`src/rtl/noobs_mem_defs.sv`:
```
// Shared definitions for the data-memory sequencing controller: default
// address window, FSM/mux encodings and the memory request bundle.
package noobs_mem_defs;
  localparam int ADDR_W = 12;
  localparam int DATA_W = 8;
  localparam int CNT_W  = 16;

  localparam logic [ADDR_W-1:0] DEF_BASE_ADDR = 12'd8;
  localparam logic [ADDR_W-1:0] DEF_MAX_ADDR  = 12'd2048;

  typedef enum logic [2:0] {LOAD, COOL, RUN, DRAIN, DUMP, DONE} state_e;
  typedef enum logic [1:0] {SEL_IDLE, SEL_LD, SEL_CPU, SEL_DUMP} sel_e;

  typedef struct packed {
    logic [ADDR_W-1:0] addr;
    logic [DATA_W-1:0] wr_data;
    logic              rd;
    logic              wr;
    logic              en;
  } mem_req_t;

  // Unknown read bits from never-written locations are reported as 0.
  function automatic logic [DATA_W-1:0] x_to_zero(input logic [DATA_W-1:0] d);
    logic [DATA_W-1:0] r;
    for (int i = 0; i < DATA_W; i++) r[i] = (d[i] === 1'b1);
    return r;
  endfunction
endpackage

```
`src/rtl/dmem_port_mux.sv`:
```
// Selects which requester (loader, CPU, dump engine or nobody) drives the
// data memory port.
module dmem_port_mux
  import noobs_mem_defs::*;
(
  input  sel_e     sel_i,
  input  mem_req_t ld_req_i,
  input  mem_req_t cpu_req_i,
  input  mem_req_t dump_req_i,
  output mem_req_t m_req_o
);
  always_comb begin
    m_req_o = '0;
    case (sel_i)
      SEL_LD:   m_req_o = ld_req_i;
      SEL_CPU:  m_req_o = cpu_req_i;
      SEL_DUMP: m_req_o = dump_req_i;
      default:  m_req_o = '0;
    endcase
  end
endmodule

```
`src/rtl/dmem_seq_ctrl.sv`:
```
// Sequences program load, CPU cool-down, run, drain and a full memory dump
// over a single shared data memory port.
module dmem_seq_ctrl
  import noobs_mem_defs::*;
#(
  parameter logic [ADDR_W-1:0] BASE_ADDR    = DEF_BASE_ADDR,
  parameter logic [ADDR_W-1:0] MAX_ADDR     = DEF_MAX_ADDR,
  parameter int                COOL_CYCLES  = 32,
  parameter int                DRAIN_CYCLES = 10
) (
  input  logic              clk,
  input  logic              reset,
  input  logic              ld_valid,
  input  logic [DATA_W-1:0] ld_data,
  input  logic              ld_last,
  output logic              ld_ready,
  input  logic              cpu_halted,
  input  logic [ADDR_W-1:0] cpu_m_addr,
  input  logic [DATA_W-1:0] cpu_m_wr_data,
  input  logic              cpu_m_rd,
  input  logic              cpu_m_wr,
  input  logic              cpu_m_en,
  output logic [ADDR_W-1:0] m_addr,
  output logic [DATA_W-1:0] m_wr_data,
  output logic              m_rd,
  output logic              m_wr,
  output logic              m_en,
  input  logic [DATA_W-1:0] m_rd_data,
  output logic              cpu_reset_,
  output logic              dump_valid,
  output logic [ADDR_W-1:0] dump_addr,
  output logic [DATA_W-1:0] dump_data,
  output logic              done
);
  state_e            state_q, state_d;
  logic [ADDR_W-1:0] n_q, n_d;
  logic [CNT_W-1:0]  cnt_q, cnt_d;
  logic              last_q, last_d;
  logic              rd_vld_q;
  logic [ADDR_W-1:0] rd_addr_q;
  logic              rd_issue;
  sel_e              sel;
  logic [ADDR_W-1:0] cur_addr;
  mem_req_t          ld_req, cpu_req, dump_req, m_req;

  assign cur_addr = BASE_ADDR + n_q;

  always_comb begin
    state_d    = state_q;
    n_d        = n_q;
    cnt_d      = cnt_q;
    last_d     = last_q;
    sel        = SEL_IDLE;
    ld_ready   = 1'b0;
    cpu_reset_ = 1'b0;
    rd_issue   = 1'b0;
    case (state_q)
      LOAD: begin
        ld_ready = 1'b1;
        sel      = SEL_LD;
        if (ld_valid) begin
          // Compare before increment so MAX_ADDR never wraps the counter.
          if (ld_last || cur_addr == MAX_ADDR) begin
            state_d = COOL;
            n_d     = '0;
            cnt_d   = '0;
          end else begin
            n_d = n_q + 1'b1;
          end
        end
      end
      COOL: begin
        if (cnt_q == CNT_W'(COOL_CYCLES - 1)) begin
          state_d = RUN;
          cnt_d   = '0;
        end else begin
          cnt_d = cnt_q + 1'b1;
        end
      end
      RUN: begin
        cpu_reset_ = 1'b1;
        sel        = SEL_CPU;
        if (cpu_halted) begin
          state_d = DRAIN;
          cnt_d   = '0;
        end
      end
      DRAIN: begin
        cpu_reset_ = 1'b1;
        sel        = SEL_CPU;
        if (cnt_q == CNT_W'(DRAIN_CYCLES - 1)) begin
          state_d = DUMP;
          cnt_d   = '0;
          n_d     = '0;
          last_d  = 1'b0;
        end else begin
          cnt_d = cnt_q + 1'b1;
        end
      end
      DUMP: begin
        if (!last_q) begin
          sel      = SEL_DUMP;
          rd_issue = 1'b1;
          if (cur_addr == MAX_ADDR) last_d = 1'b1;
          else                      n_d    = n_q + 1'b1;
        end
        // Leave only after the final beat has been presented.
        if (rd_vld_q && rd_addr_q == MAX_ADDR) state_d = DONE;
      end
      default: ;
    endcase
  end

  always_ff @(posedge clk or posedge reset) begin
    if (reset) begin
      state_q   <= LOAD;
      n_q       <= '0;
      cnt_q     <= '0;
      last_q    <= 1'b0;
      rd_vld_q  <= 1'b0;
      rd_addr_q <= '0;
    end else begin
      state_q  <= state_d;
      n_q      <= n_d;
      cnt_q    <= cnt_d;
      last_q   <= last_d;
      rd_vld_q <= rd_issue;
      if (rd_issue) rd_addr_q <= cur_addr;
    end
  end

  assign ld_req   = '{addr: cur_addr, wr_data: ld_data, rd: 1'b0, wr: ld_valid, en: ld_valid};
  assign cpu_req  = '{addr: cpu_m_addr, wr_data: cpu_m_wr_data, rd: cpu_m_rd, wr: cpu_m_wr, en: cpu_m_en};
  assign dump_req = '{addr: cur_addr, wr_data: '0, rd: 1'b1, wr: 1'b0, en: 1'b1};

  dmem_port_mux u_mux (
    .sel_i      (sel),
    .ld_req_i   (ld_req),
    .cpu_req_i  (cpu_req),
    .dump_req_i (dump_req),
    .m_req_o    (m_req)
  );

  assign m_addr     = m_req.addr;
  assign m_wr_data  = m_req.wr_data;
  assign m_rd       = m_req.rd;
  assign m_wr       = m_req.wr;
  assign m_en       = m_req.en;
  assign dump_valid = rd_vld_q;
  assign dump_addr  = rd_addr_q;
  assign dump_data  = rd_vld_q ? x_to_zero(m_rd_data) : '0;
  assign done       = (state_q == DONE);
endmodule

```
`config.mk`:
```
export PLATFORM = sky130hd
export DESIGN_NAME = dmem_seq_ctrl
export DESIGN_NICKNAME = d
export VERILOG_FILES = /design/src/rtl/noobs_mem_defs.sv /design/src/rtl/dmem_port_mux.sv /design/src/rtl/dmem_seq_ctrl.sv
export SDC_FILE = /design/constraint.sdc
export NUM_CORES = 1
export LEC_CHECK = 0
export ABC_CLOCK_PERIOD_IN_PS = 4170
export BUFFER_PORTS_ARGS = -buffer_cell sky130_fd_sc_hd__clkbuf_2
export CAP_MARGIN = 5
export CORE_ASPECT_RATIO = 1.25
export CORE_UTILIZATION = 56
export CTS_CLUSTER_SIZE = 16
export DETAILED_ROUTE_END_ITERATION = 7
export PLACE_DENSITY = 0.92
export SLEW_MARGIN = 5
export SYNTH_ARGS = -nofsm -noshare
export SYNTH_HDL_FRONTEND = slang
export SYNTH_SLANG_ARGS = --single-unit
```
`constraint.sdc`:
```
create_clock -name clk -period 4.17 [get_ports clk]
set_input_delay 0.834 -clock clk [delete_from_list [all_inputs] [get_ports clk]]
set_output_delay 0.834 -clock clk [all_outputs]
set_load 0.01 [all_outputs]
```
==> flow_metrics.py <==
metrics = {
    "critical_path": {
        "reg2reg_setup_slack_ns": 1.30,
        "worstSetupPathType": "reg2out",
        "r2r_start": "cnt_q[10]",
        "cp.arrival_ns": 2.41,
        "cp_max_fo": 12,
        "crit_end": "m_addr[11]",
        "startpoint": "n_q[3]",
        "r2r_end": "cnt_q[8]",
        "worstSetupStartpointType": "flop",
        "crit_path_end_kind": "output pin",
        "r2r_cells": 6,
        "required_ns": 3.34,
    },
    "finish": {
        "area_growth_pct": 17.2,
        "seq_area_um2": 1130,
        "drive_gt1_share_pct": 28.1,
        "multi_input_comb_area_um2": 1740,
        "final_cells": 493,
        "n_antenna_cell": 0,
        "final_net_count": 479,
        "fill_cells": 425,
    },
    "sta": {
        "finalHoldViolations": 0,
        "holdWs_ns": 0.537,
        "rsz0062_at_grt": "false",
        "fin_crit_sh_pct": 77.7,
        "tightest_slew_ns": 1.16,
        "clock_skew_ns": 0.00316,
        "finalSetupViolCount": 0,
        "totalNegativeSetupSlack_ns": 0,
        "fmax_ghz": 0.308,
        "setup_ws_ns": 0.928,
        "maxSlewViolCount": 0,
        "slew_headroom_pct": 22.6,
        "layout_min_cycle_time_ns": 3.24,
    },
    "logic_synthesis": {
        "synth.most_common_cell": "dfrtp_1",
        "yosys-top-cells-count": "dfrtp_1, nand2_1, nor2_1, a21oi_1, o21ai_0",
        "ys_types": 57,
        "ys_ff_latch": 45,
        "synth_edf_count": 0,
        "yosysSeqAreaShare_pct": 36.9,
        "synth.avg_cell_area_um2": 8.61,
        "synth_warnings": 0,
        "synth_top_cells_by_area": "dfrtp_1, nand2_1, a21oi_1",
        "async_flop_share_pct": 100,
        "syn-cell-area_um2": 3060,
        "netlist.top_cell.by_area": "dfrtp_1",
        "synth_top_area_share_pct": 36.9,
        "syn-num-nets": 404,
        "synth_ff_type": "dfrtp_1",
        "synth_cells": 355,
    },
    "cts": {
        "clk_pin_slew_worst_paths_ns": 0.09,
        "root_buffer": "clkbuf_8",
        "cts_setup_buffers": 0,
        "numCtsBuffers": 5,
        "clock_latency_ns": 0.30,
        "cts_max_path_buffers": 2,
        "ctsResizeCount": 0,
        "h-tree-depth": 2,
        "cts_sinks": 45,
        "cts-hold-fix-buffers": 0,
        "cts_tree": "built",
    },
    "grt": {
        "grt_first_pass_wirelength_um": 12900,
        "grt_usage_pct": 29.1,
        "antenna_found_initial": 0,
        "overflow": 0,
        "grt_start_max_net_pins": 46,
        "grt_pass1_vias": 2789,
    },
    "power": {
        "intPower_mw": 1.14,
        "pwr-share-comb_pct": 39.2,
        "power.density_nw_per_um2": 533,
        "clkPwrFrac_pct": 21.0,
        "switching_share_pct": 40.4,
        "power_leakage_nw": 1.61,
        "p_switching_mw": 0.771,
        "ir_worst_vdd_mv": 0.335,
        "pwr-share-seq_pct": 39.8,
    },
    "drt": {
        "routed_wirelength_um": 7860,
        "num_vias": 2928,
        "drt-initial-drc-count": 190,
        "ant_nets": 0,
        "viasPerCell": 5.94,
        "drt_first_pass_iters": 4,
        "drcViolationCount": 0,
        "wl_per_cell_um": 15.9,
    },
    "floorplanning": {
        "die-area_um2": 5760,
        "die_h_um": 84.6,
        "die_width_um": 68.1,
        "fp-row-count": 29,
        "start_util_pct": 59.3,
        "io_pins": 91,
        "core_area_um2": 5150,
    },
    "placement": {
        "place_ws_ns": 1.30,
        "place_congestion": 0.887,
        "dp_hpwl_um": 5780,
        "place_inst": 485,
        "portBuffers": 90,
    },
    "status": {
        "status": "complete, no violations",
    },
    "min_path": {
        "hold_path_class": "reg2reg",
    },
    "job": {
        "cap_violations": 0,
    },
}
-- how the worst min path moves through the flow --
stage                    end     start  depth (start not counted)
floorplan           cnt_q[8]  cnt_q[8]                          1
global placement    cnt_q[8]  cnt_q[8]                          1
detailed placement  cnt_q[0]  cnt_q[0]                          1
CTS                 cnt_q[0]  cnt_q[0]                          1
global route        cnt_q[0]  cnt_q[0]                          1
finish              cnt_q[0]  cnt_q[0]                          1
-- routing by layer --
layer | up-vias | global-route usage (%) | part of all wire, %
li1 | 1439 | - | -
met1 | 1387 | 36.4 | 41
met2 | 89 | 50.4 | 53
met3 | 13 | 4.21 | 4.2
met4 | 0 | 8.14 | 1.2
met5 | - | 0 | 0
-- through the flow --
step	instance area [um^2]	utilization, %	total power, mW
6_report	3580	69.5	1.91
4_1_cts	3580	69.5	1.91
5_1_grt	3580	69.5	2.04
3_3_place_gp	3440	66.8	1.47
2_1_floorplan	3060	-	1.24
3_5_place_dp	3440	66.8	1.51
-- power groups by stage --
stage          logic (mW)  registers (mW)  clock network, mW
2_1_floorplan       0.522           0.720                  0
3_3_place_gp        0.717           0.751                  0
3_5_place_dp        0.743           0.763                  0
4_1_cts             0.750           0.754              0.408
5_1_grt             0.836           0.782              0.422
6_report            0.749           0.760              0.401
-- cell usage in the layout, fill, tap and decap left out, drive strengths merged, types with 3 or more instances in the layout --
| master | Yosys | layout |
|---|---|---|
| ha | 5 | 5 |
| xnor2 | 10 | 10 |
| nand4 | 8 | 8 |
| o31ai | 11 | 11 |
| nand2 | 44 | 44 |
| or2 | 3 | 3 |
| o2bb2ai | 5 | 5 |
| o21ai | 19 | 19 |
| clkbuf | 17 | 95 |
| nor2b | 4 | 4 |
| a211o | 5 | 5 |
| and3 | 7 | 7 |
| mux2 | 4 | 4 |
| nor4 | 5 | 5 |
| nor2 | 31 | 31 |
| mux2i | 6 | 6 |
| buf | 8 | 3 |
| a211oi | 5 | 5 |
| nor3b | 3 | 3 |
| and4 | 3 | 3 |
| or3b | 3 | 3 |
| a22o | 11 | 11 |
| dfrtp | 45 | 45 |
| a21oi | 27 | 27 |
| inv | 8 | 8 |
| nand3 | 16 | 16 |
| nor3 | 7 | 7 |
| and2 | 12 | 12 |
-- final cells by class --
cell class,count,area share (%)
Clock buffer,5,1.92
Clock inverter,3,1.92
Inverter,8,0.839
Multi-Input combinational cell,277,48.5
Sequential cell,45,31.4
Tap cell,62,2.17
Timing Repair Buffer,93,13.2
-- critical path, cell delays in order, from the launching register on --
cell	delay (ns)
dfrtp_1	0.55
ha_1	0.42
and3_1	0.27
and3_2	0.26
nand3_1	0.13
xnor2_1	0.17
o21ai_0	0.15
clkbuf_2	0.16
-- registers in the layout, summed over array words and instances (netlist names) --
| name | cells |
|---|---|
| cnt_q | 16 |
| dump_addr | 12 |
| n_q | 12 |
| state_q | 3 |
| dump_valid | 1 |
| last_q | 1 |
-- cells by family (layout without fill, tap and decap cells) --
| kind of cell | count (synthesis) | count (layout) | share of synthesized area [%] |
|---|---|---|---|
| multiplexers | 10 | 10 | 3.44 |
| XOR/XNOR | 12 | 12 | 3.44 |
| buffers and inverters | 33 | 109 | 6.39 |
| AO/OA/AOI/OAI | 96 | 96 | 21.9 |
| adder cells (fa/ha/maj) | 5 | 5 | 2.05 |
| AND/OR/NAND/NOR | 154 | 154 | 25.9 |
| flip-flops | 45 | 45 | 36.9 |
(Power assumes the default switching activity.)
